## src/rtl/multicycle_ctrl_if.sv

```systemverilog
// Control bundle between the multi-cycle sequencer and the RV32I datapath.
// The sequencer owns every output; the datapath/memory side owns the inputs.
interface multicycle_ctrl_if #(
  parameter int CNT_W = 32
);
  logic [6:0]       opcode;
  logic             branch_taken;
  logic             mem_ready;
  logic             mem_req;
  logic             mem_we;
  logic             mem_addr_sel;
  logic             ir_write;
  logic             pc_write;
  logic [1:0]       pc_src;
  logic             alu_src_a;
  logic             alu_src_b;
  logic [2:0]       imm_type;
  logic             reg_write;
  logic [1:0]       wb_sel;
  logic [2:0]       state;
  logic             halted;
  logic             illegal;
  logic [CNT_W-1:0] instret;

  modport master (
    input  opcode, branch_taken, mem_ready,
    output mem_req, mem_we, mem_addr_sel, ir_write, pc_write, pc_src,
           alu_src_a, alu_src_b, imm_type, reg_write, wb_sel,
           state, halted, illegal, instret
  );

  modport slave (
    output opcode, branch_taken, mem_ready,
    input  mem_req, mem_we, mem_addr_sel, ir_write, pc_write, pc_src,
           alu_src_a, alu_src_b, imm_type, reg_write, wb_sel,
           state, halted, illegal, instret
  );
endinterface

```

## src/rtl/multicycle_ctrl.sv

```systemverilog
// Multi-cycle control FSM for the RV32I core: steps each instruction through
// FETCH/DECODE/EXEC/MEM/WB over one shared memory port and one ALU, counts
// retired instructions and halts on SYSTEM or unknown opcodes.
module multicycle_ctrl #(
  parameter int CNT_W = 32
) (
  input  logic              clk,
  input  logic              rst,
  multicycle_ctrl_if.master bus
);
  localparam logic [6:0] OP_ALU_R  = 7'b0110011;
  localparam logic [6:0] OP_ALU_I  = 7'b0010011;
  localparam logic [6:0] OP_LOAD   = 7'b0000011;
  localparam logic [6:0] OP_STORE  = 7'b0100011;
  localparam logic [6:0] OP_BRANCH = 7'b1100011;
  localparam logic [6:0] OP_JAL    = 7'b1101111;
  localparam logic [6:0] OP_JALR   = 7'b1100111;
  localparam logic [6:0] OP_LUI    = 7'b0110111;
  localparam logic [6:0] OP_AUIPC  = 7'b0010111;
  localparam logic [6:0] OP_SYSTEM = 7'b1110011;

  localparam logic [2:0] IMM_I = 3'd0;
  localparam logic [2:0] IMM_S = 3'd1;
  localparam logic [2:0] IMM_B = 3'd2;
  localparam logic [2:0] IMM_U = 3'd3;
  localparam logic [2:0] IMM_J = 3'd4;

  localparam logic [CNT_W-1:0] CNT_ONE = CNT_W'(1);

  typedef enum logic [2:0] {
    S_FETCH  = 3'd0,
    S_DECODE = 3'd1,
    S_EXEC   = 3'd2,
    S_MEM    = 3'd3,
    S_WB     = 3'd4,
    S_HALT   = 3'd7
  } state_t;

  state_t           state_q;
  logic [6:0]       opcode_q;
  logic             illegal_q;
  logic [CNT_W-1:0] instret_q;
  logic             retire;

  function automatic logic op_known(input logic [6:0] op);
    case (op)
      OP_ALU_R, OP_ALU_I, OP_LOAD, OP_STORE, OP_BRANCH,
      OP_JAL, OP_JALR, OP_LUI, OP_AUIPC, OP_SYSTEM: op_known = 1'b1;
      default:                                      op_known = 1'b0;
    endcase
  endfunction

  function automatic logic [2:0] imm_sel(input logic [6:0] op);
    case (op)
      OP_STORE:         imm_sel = IMM_S;
      OP_BRANCH:        imm_sel = IMM_B;
      OP_LUI, OP_AUIPC: imm_sel = IMM_U;
      OP_JAL:           imm_sel = IMM_J;
      default:          imm_sel = IMM_I;
    endcase
  endfunction

  // An instruction completes in EXEC (branch), MEM (store) or WB (everything else).
  always_comb begin
    retire = 1'b0;
    case (state_q)
      S_EXEC:  retire = (opcode_q == OP_BRANCH);
      S_MEM:   retire = bus.mem_ready && (opcode_q == OP_STORE);
      S_WB:    retire = 1'b1;
      default: retire = 1'b0;
    endcase
  end

  // Sequencer state, latched opcode, sticky illegal flag and retire counter.
  always_ff @(posedge clk) begin
    if (rst) begin
      state_q   <= S_FETCH;
      opcode_q  <= '0;
      illegal_q <= 1'b0;
      instret_q <= '0;
    end else begin
      if (retire) instret_q <= instret_q + CNT_ONE;
      case (state_q)
        S_FETCH: if (bus.mem_ready) state_q <= S_DECODE;
        S_DECODE: begin
          opcode_q <= bus.opcode;
          if (bus.opcode == OP_SYSTEM) begin
            state_q <= S_HALT;
          end else if (!op_known(bus.opcode)) begin
            state_q   <= S_HALT;
            illegal_q <= 1'b1;
          end else begin
            state_q <= S_EXEC;
          end
        end
        S_EXEC: begin
          case (opcode_q)
            OP_BRANCH:         state_q <= S_FETCH;
            OP_LOAD, OP_STORE: state_q <= S_MEM;
            default:           state_q <= S_WB;
          endcase
        end
        S_MEM: begin
          if (bus.mem_ready) state_q <= (opcode_q == OP_STORE) ? S_FETCH : S_WB;
        end
        S_WB:    state_q <= S_FETCH;
        S_HALT:  state_q <= S_HALT;
        default: state_q <= S_FETCH;
      endcase
    end
  end

  // Per-cycle control decode from the current state and latched opcode; all
  // outputs read zero while reset is held.
  always_comb begin
    bus.mem_req      = 1'b0;
    bus.mem_we       = 1'b0;
    bus.mem_addr_sel = 1'b0;
    bus.ir_write     = 1'b0;
    bus.pc_write     = 1'b0;
    bus.pc_src       = 2'b00;
    bus.alu_src_a    = 1'b0;
    bus.alu_src_b    = 1'b0;
    bus.imm_type     = IMM_I;
    bus.reg_write    = 1'b0;
    bus.wb_sel       = 2'b00;
    if (!rst) begin
      case (state_q)
        S_FETCH: begin
          bus.mem_req  = 1'b1;
          bus.ir_write = bus.mem_ready;
        end
        S_EXEC: begin
          bus.imm_type = imm_sel(opcode_q);
          case (opcode_q)
            OP_ALU_I, OP_LOAD, OP_STORE, OP_LUI, OP_JALR: bus.alu_src_b = 1'b1;
            OP_AUIPC, OP_JAL: begin
              bus.alu_src_a = 1'b1;
              bus.alu_src_b = 1'b1;
            end
            OP_BRANCH: begin
              bus.pc_write = 1'b1;
              bus.pc_src   = bus.branch_taken ? 2'b01 : 2'b00;
            end
            default: ;
          endcase
        end
        S_MEM: begin
          bus.mem_req      = 1'b1;
          bus.mem_addr_sel = 1'b1;
          bus.mem_we       = (opcode_q == OP_STORE);
          bus.pc_write     = bus.mem_ready && (opcode_q == OP_STORE);
        end
        S_WB: begin
          // rd takes PC+4 of the pre-update PC, so both writes share this edge.
          bus.reg_write = 1'b1;
          bus.pc_write  = 1'b1;
          case (opcode_q)
            OP_LOAD:         bus.wb_sel = 2'b01;
            OP_JAL, OP_JALR: bus.wb_sel = 2'b10;
            default:         bus.wb_sel = 2'b00;
          endcase
          case (opcode_q)
            OP_JAL:  bus.pc_src = 2'b01;
            OP_JALR: bus.pc_src = 2'b10;
            default: bus.pc_src = 2'b00;
          endcase
        end
        default: ;
      endcase
    end
  end

  assign bus.state   = rst ? 3'd0 : state_q;
  assign bus.halted  = !rst && (state_q == S_HALT);
  assign bus.illegal = !rst && illegal_q;
  assign bus.instret = rst ? '0 : instret_q;
endmodule

```

## src/flat_wrapper.sv

```systemverilog
// flat-port wrapper written by rule: the top's interface ports become plain ports
module multicycle_ctrl_flat 
#(
  parameter int CNT_W = 32
)
  (clk, rst, bus_opcode, bus_branch_taken, bus_mem_ready, bus_mem_req, bus_mem_we, bus_mem_addr_sel, bus_ir_write, bus_pc_write, bus_pc_src, bus_alu_src_a, bus_alu_src_b, bus_imm_type, bus_reg_write, bus_wb_sel, bus_state, bus_halted, bus_illegal, bus_instret);
  multicycle_ctrl_if #(.CNT_W(CNT_W)) bus_i ();
  input  logic clk;
  input  logic rst;
  input wire logic [$bits(bus_i.opcode)-1:0] bus_opcode;
  input wire logic [$bits(bus_i.branch_taken)-1:0] bus_branch_taken;
  input wire logic [$bits(bus_i.mem_ready)-1:0] bus_mem_ready;
  output wire logic [$bits(bus_i.mem_req)-1:0] bus_mem_req;
  output wire logic [$bits(bus_i.mem_we)-1:0] bus_mem_we;
  output wire logic [$bits(bus_i.mem_addr_sel)-1:0] bus_mem_addr_sel;
  output wire logic [$bits(bus_i.ir_write)-1:0] bus_ir_write;
  output wire logic [$bits(bus_i.pc_write)-1:0] bus_pc_write;
  output wire logic [$bits(bus_i.pc_src)-1:0] bus_pc_src;
  output wire logic [$bits(bus_i.alu_src_a)-1:0] bus_alu_src_a;
  output wire logic [$bits(bus_i.alu_src_b)-1:0] bus_alu_src_b;
  output wire logic [$bits(bus_i.imm_type)-1:0] bus_imm_type;
  output wire logic [$bits(bus_i.reg_write)-1:0] bus_reg_write;
  output wire logic [$bits(bus_i.wb_sel)-1:0] bus_wb_sel;
  output wire logic [$bits(bus_i.state)-1:0] bus_state;
  output wire logic [$bits(bus_i.halted)-1:0] bus_halted;
  output wire logic [$bits(bus_i.illegal)-1:0] bus_illegal;
  output wire logic [$bits(bus_i.instret)-1:0] bus_instret;
  assign bus_i.opcode = bus_opcode;
  assign bus_i.branch_taken = bus_branch_taken;
  assign bus_i.mem_ready = bus_mem_ready;
  assign bus_mem_req = bus_i.mem_req;
  assign bus_mem_we = bus_i.mem_we;
  assign bus_mem_addr_sel = bus_i.mem_addr_sel;
  assign bus_ir_write = bus_i.ir_write;
  assign bus_pc_write = bus_i.pc_write;
  assign bus_pc_src = bus_i.pc_src;
  assign bus_alu_src_a = bus_i.alu_src_a;
  assign bus_alu_src_b = bus_i.alu_src_b;
  assign bus_imm_type = bus_i.imm_type;
  assign bus_reg_write = bus_i.reg_write;
  assign bus_wb_sel = bus_i.wb_sel;
  assign bus_state = bus_i.state;
  assign bus_halted = bus_i.halted;
  assign bus_illegal = bus_i.illegal;
  assign bus_instret = bus_i.instret;
  multicycle_ctrl #(.CNT_W(CNT_W)) u_core (.clk(clk), .rst(rst), .bus(bus_i));
endmodule
```

## config.mk

```make
export PLATFORM = sky130hd
export DESIGN_NAME = multicycle_ctrl_flat
export DESIGN_NICKNAME = d
export VERILOG_FILES = /design/src/rtl/multicycle_ctrl_if.sv /design/src/rtl/multicycle_ctrl.sv /design/src/flat_wrapper.sv
export SDC_FILE = /design/constraint.sdc
export NUM_CORES = 1
export LEC_CHECK = 0
export ABC_AREA = 0
export CAP_MARGIN = 30
export CORE_MARGIN = 10
export CORE_UTILIZATION = 35
export DETAILED_ROUTE_END_ITERATION = 10
export SLEW_MARGIN = 5
export SYNTH_ARGS = -nofsm -noshare
export SYNTH_HDL_FRONTEND = slang
export SYNTH_SLANG_ARGS = --single-unit
```

## constraint.sdc

```tcl
create_clock -name clk -period 5.15 [get_ports clk]
set_clock_uncertainty 0.15 [all_clocks]
set_input_delay 1.03 -clock clk [delete_from_list [all_inputs] [get_ports clk]]
set_output_delay 1.03 -clock clk [all_outputs]
set_load 0.005 [all_outputs]
```

==> results.toml, run 1 <==
[setup_path]
worstSetupEndpointType = "primary output"
crit_type = "in -> out"
critPathArrivalTime_ns = 2.70
r2r-end = "u_core.instret_q[10]"
cp_common_cell = "clkdlybuf4s50_1"
worst_setup_path_start_kind = "input port"
timing.rr.start = "u_core.state_q[1]"
cp_top_family = "buffers and inverters"
cp.required_ns = 3.97
slowest_delay_ns = 0.58
path_depth = 5
r2r_cells = 5
crit_start = "bus_mem_ready"
rrSetupSlack_ns = 2.59
cp.buffers_inverters = 2
cpMaxStageDelayCell = "clkdlybuf4s50_1"
crit_end = "bus_pc_write"
path_cells = "clkdlybuf4s50_1 -> and2_1 -> nand4_1 -> a31oi_1 -> clkdlybuf4s50_1"
crit_fanout = 6

[timing]
setup_viol = 0
finalMaxSlewViolations = 0
fin_crit_sh_pct = 75.4
worst_pin_slew_ns = 0.663
max_freq_ghz = 0.258
slew_headroom_pct = 55.8
setup_tns_ns = 0
rsz0062_at_grt = "false"
min_period_ns = 3.88
hold_violations = 0

[floorplan]
die_area_um2 = 11300
initial_core_util_pct = 35.9
die_width_um = 106
io_pins = 63
core_area_um2 = 7250
fp-row-count = 31
die_h_um = 106

[grt]
grt_use_total_pct = 11.5
grt_antenna_before_repair = 0
overflow = 0
grt_pass1_wl_mm = 11.1
grt_start_max_net_pins = 55
grt_pass1_vias = 2288

[cts]
cts_buffers = 5
clock_sinks = 43
post_cts_resized = 0
cts_root_buf = "clkbuf_8"
clockBufferDepth = 2
htree_levels = 2
holdBufCountCts = 0
clock_latency_ns = 0.29
clkSlewWorstSetupHoldPaths_ns = 0.08
cts_setup_buffers = 0
cts_tree = "yes"

[drt]
route.detailed.wl_per_inst_um = 14.0
wl_mm = 6.72
drt_iter0_drc = 118
firstDrtPassIters = 4
antenna_left = 0
vias_per_cell = 5.11
drt_drc_violations_left = 0
via_count = 2452

[synthesis]
synth_seq_area_share_pct = 33.0
synth_area_um2 = 2610
synthArstFlopShare_pct = 0
ys_ff_latch = 43
synth_edf_count = 0
synth_top_area_share_pct = 33.0
synth.distinct_cells = 48
synth_ff_type = "dfxtp_1"
yosysWarnings = 0
syn_area_per_cell_um2 = 7.92
yosysTopAreaCell = "dfxtp_1"
synth_fp_nets = 341
ys_top_cells_by_area = "dfxtp_1 33%, mux2_2 8.6%, nor2b_1 8.4%, nor2_1 6.5%, nand2_1 4.5%"
synth_cells = 329

[finish]
seq_area_um2 = 861
syn2layout_area_growth_pct = 28.7
final_cell_mix = "61 x clkdlybuf4s50_1, 45 x nor2_1, 43 x dfxtp_1"
fin_nets = 392
drive_gt1_share_pct = 9.97
multiInputGateArea_um2 = 1630
final_cell_area_um2 = 3350
diodes = 0
final_common_cell = "clkdlybuf4s50_1"
fillers = 755

[pwr]
ir_drop_mv = 0.0968
p_total_uw = 709
leakagePower_uw = 0.00120
power_density_nw_per_um2 = 211

[placement]
detailed_place.area_um2 = 3270
portBuffers = 62
place_congestion = 0.795
hpwl_mm = 4.86

[hold_path]
hold_class = "reg -> reg"

[outcome]
status = "completed"

[flow_run]
drv_cap = 0
## synthesized netlist by cell type, types with 2 or more instances
| master | n |
|---|---|
| nor2_1 | 45 |
| a21oi_1 | 9 |
| buf_2 | 5 |
| o21ai_0 | 12 |
| mux2_2 | 20 |
| nand2b_1 | 5 |
| o31ai_1 | 3 |
| inv_1 | 9 |
| a31oi_1 | 2 |
| nor4_1 | 4 |
| nand4_1 | 9 |
| dfxtp_1 | 43 |
| and3_1 | 2 |
| nor4b_1 | 5 |
| nor3b_1 | 6 |
| mux2i_1 | 8 |
| nor3_1 | 12 |
| and4_1 | 3 |
| nor2b_1 | 35 |
| or4_1 | 8 |
| clkbuf_1 | 13 |
| and3b_1 | 3 |
| nand3_1 | 9 |
| nand2_1 | 31 |
| or2_2 | 2 |
| and2_1 | 4 |
## worst reg2reg max path, cell delays in order (launching register included)
cell,delay [ns]
dfxtp_1,0.70
and4_1,0.29
nand4_1,0.09
and3_1,0.39
nor4b_1,0.48
mux2_2,0.37
## cell type report
type	count	share of cell area [%]
Clock inverter	2	0.373
Clock buffer	6	2.16
Timing Repair Buffer	63	18.6
Inverter	9	1.01
Multi-Input combinational cell	258	48.5
Sequential cell	43	25.7
Tap cell	99	3.69
## kinds of logic (layout without fill, tap and decap cells)
kind of cell | count (synthesis) | count (layout) | share of synthesized area (%)
and+or+nand+nor | 191 | 191 | 41.0
DFF | 43 | 43 | 33.0
AOI/OAI and AO/OA | 36 | 36 | 8.55
muxes | 28 | 28 | 11.7
buffers and inverters | 28 | 80 | 4.56
xor gates and xnor gates | 2 | 2 | 0.672
adders and majority gates | 1 | 1 | 0.480
## registers in the layout, summed over array words and instances, names as in the netlist
signal	count
u_core.state_q	3
u_core.opcode_q	7
u_core.illegal_q	1
u_core.instret_q	32
## stage by stage
stage / setup WS [ns] / hold WS [ns] / utilization (%) / cells
final: 1.27 / 0.313 / 46.2 / 480
after global routing: 1.12 / 0.359 / 46.2 / 480
after CTS: 1.28 / 0.318 / 46.2 / 480
after detailed placement: 1.29 / 0.305 / 45.1 / 472
after global placement: 1.30 / 0.295 / 45.1 / 472
after floorplan: 1.77 / 0.282 / - / 329
## where the power goes
part           switching, µW  internal [µW]  total [µW]
clock network            119           95.0         214
logic                   62.5           57.8         120
registers               28.6            346         375
total                    210            499         709
## routing by layer
metal | routed length, µm | vias up | GRT usage [%]
li1 | - | 1257 | -
met1 | 3240 | 1130 | 14.4
met5 | 0 | - | 0
met4 | 39 | 0 | 2.61
met2 | 2970 | 61 | 18.6
met3 | 469 | 4 | 4.17
## worst min path at each step
stage	from	to	cells after the start
after floorplan	u_core.illegal_q	u_core.illegal_q	2
after global placement	u_core.illegal_q	u_core.illegal_q	2
after detailed placement	u_core.illegal_q	u_core.illegal_q	2
after CTS	u_core.illegal_q	u_core.illegal_q	2
after global routing	u_core.illegal_q	u_core.illegal_q	2
final	u_core.illegal_q	u_core.illegal_q	2
Power figures use the tool's default switching activity.
==> run 2: changes to the inputs <==
Clock period 5.15 ns to 3.82 ns, I/O delays scaled along.
==> run 2 against run 1 <==
  * Wire length is 0.27% lower
  * Cell count is the same
  * Sequential power grew 35%
  * Power rose by 39%
  * Design area grew 0.82%
  * Critical path depth unchanged
==> results.toml, run 2 (same netlist as run 1, synthesis figures left out) <==
[outcome]
status = "completed"

[pwr]
ir_drop_mv = 0.142
switching_power_uw = 271
p_comb_share_pct = 16.6
pwr-share-clk_pct = 31.9
leakagePower_uw = 0.00121
pwr-share-seq_pct = 51.5
power_density_nw_per_um2 = 290
swShare_pct = 27.6
p_int_uw = 711

[placement]
pre_cts_ws_ns = 0.556
hpwl_mm = 4.91
portBuffers = 62
detailed_place.area_um2 = 3280
place_congestion = 0.801

[setup_path]
r2r_cells = 5
cp.required_ns = 2.91
cp_common_cell = "clkdlybuf4s50_1"
rrSetupSlack_ns = 1.33
slowest_delay_ns = 0.55
worst_setup_path_start_kind = "input port"
timing.rr.start = "u_core.state_q[0]"
path_cells = "clkdlybuf4s50_1 -> and2_1 -> nand4_1 -> a31oi_1 -> clkdlybuf4s50_1"
cpMaxStageDelayCell = "clkdlybuf4s50_1"
critPathArrivalTime_ns = 2.36
crit_type = "in -> out"
worstSetupEndpointType = "primary output"
crit_start = "bus_mem_ready"
r2r-end = "u_core.instret_q[22]"
crit_fanout = 6

[cts]
cts_root_buf = "clkbuf_8"
clock_latency_ns = 0.29
clock_sinks = 43
cts_buffers = 5
clkSlewWorstSetupHoldPaths_ns = 0.08
post_cts_resized = 0
htree_levels = 2
cts_tree = "yes"
clockBufferDepth = 2
holdBufCountCts = 0
cts_setup_buffers = 0

[drt]
drt_drc_violations_left = 0
route.detailed.wl_per_inst_um = 14.0
firstDrtPassIters = 4
vias_per_cell = 5.18
via_count = 2488
drt_iter0_drc = 121
antenna_left = 0
wl_mm = 6.70

[timing]
worst_pin_slew_ns = 0.670
min_period_ns = 3.27
hold_violations = 0
setup_tns_ns = 0
setup_viol = 0
fin_crit_sh_pct = 85.6
slew_headroom_pct = 55.3
max_freq_ghz = 0.306
finalMaxSlewViolations = 0
finalWorstSetupSlack_ns = 0.549
rsz0062_at_grt = "false"

[flow_run]
drv_cap = 0

[floorplan]
die_area_um2 = 11300
io_pins = 63
fp-row-count = 31
core_area_um2 = 7250
initial_core_util_pct = 35.9
die_h_um = 106
die_width_um = 106

[grt]
grt_antenna_before_repair = 0
grt_pass1_wl_mm = 11.3
grt_start_max_net_pins = 81
overflow = 0
grt_pass1_vias = 2348
grt_use_total_pct = 11.7

[finish]
diodes = 0
syn2layout_area_growth_pct = 29.7
fin_nets = 392
final_core_util_pct = 46.6
drive_gt1_share_pct = 9.97
final_common_cell = "clkdlybuf4s50_1"
final_cell_area_um2 = 3380
reg_top3 = "u_core.instret_q x32, u_core.opcode_q x7, u_core.state_q x3"
largest_register_ffs = 32
regMostFlops = "u_core.instret_q"
final_cell_mix = "61 x clkdlybuf4s50_1, 45 x nor2_1, 43 x dfxtp_1"

[hold_path]
hold_class = "reg -> reg"
min_to = "u_core.illegal_q"
worstHoldStart = "u_core.illegal_q"
min_path_cells = 2
-- run 2: changes by cell type in the layout (fill, tap and decap cells not counted), sizes merged --
cell and change:
clkbuf +2, clkinv -1, clkinvlp -1
-- run 2: cell type report --
class,count,area [µm²]
well taps,99,124
repair buffers,63,636
fillers,762,3870
clock buffers,8,100
flip-flops and latches,43,861
multi-input cells,258,1630
inverters,9,33.8
-- run 2: worst max path at each step --
stage,end,cells past startpoint,slack (ns)
4_1_cts,bus_pc_write,5,0.55
3_3_place_gp,bus_pc_write,5,0.55
3_5_place_dp,bus_pc_write,5,0.56
2_1_floorplan,bus_illegal,5,0.97
6_report,bus_pc_write,5,0.55
5_1_grt,bus_pc_src[0],6,0.40
-- run 2: per-layer routing --
layer  track usage (%)  routed length, µm  vias to the layer above
met5                 0                  0                        -
met1              14.7               3200                     1161
li1                  -                  -                     1260
met3              4.41                452                        7
met2              18.6               2970                       60
met4              3.00                 77                        0
-- run 2: critical path, delay by kind of cell --
| kind | cells | cell delay, ns |
|---|---|---|
| and+or+nand+nor | 2 | 0.32 |
| buffers and inverters | 2 | 1.09 |
| AOI/OAI and AO/OA | 1 | 0.18 |
-- run 2: power by group through the flow --
stage / sequential (µW) / clock (µW) / combinational, µW
global placement: 515 / 0 / 163
CTS: 505 / 330 / 165
finish: 506 / 314 / 163
global route: 511 / 349 / 181
detailed placement: 516 / 0 / 164
floorplan: 489 / 0 / 129
-- run 2: metrics by stage --
| stage | hold slack [ns] | std cells | total power [µW] |
|---|---|---|---|
| 2_1_floorplan | 0.282 | 329 | 619 |
| 3_3_place_gp | 0.298 | 472 | 679 |
| 3_5_place_dp | 0.296 | 472 | 680 |
| 4_1_cts | 0.309 | 480 | 1000 |
| 5_1_grt | 0.355 | 480 | 1040 |
| 6_report | 0.309 | 480 | 982 |
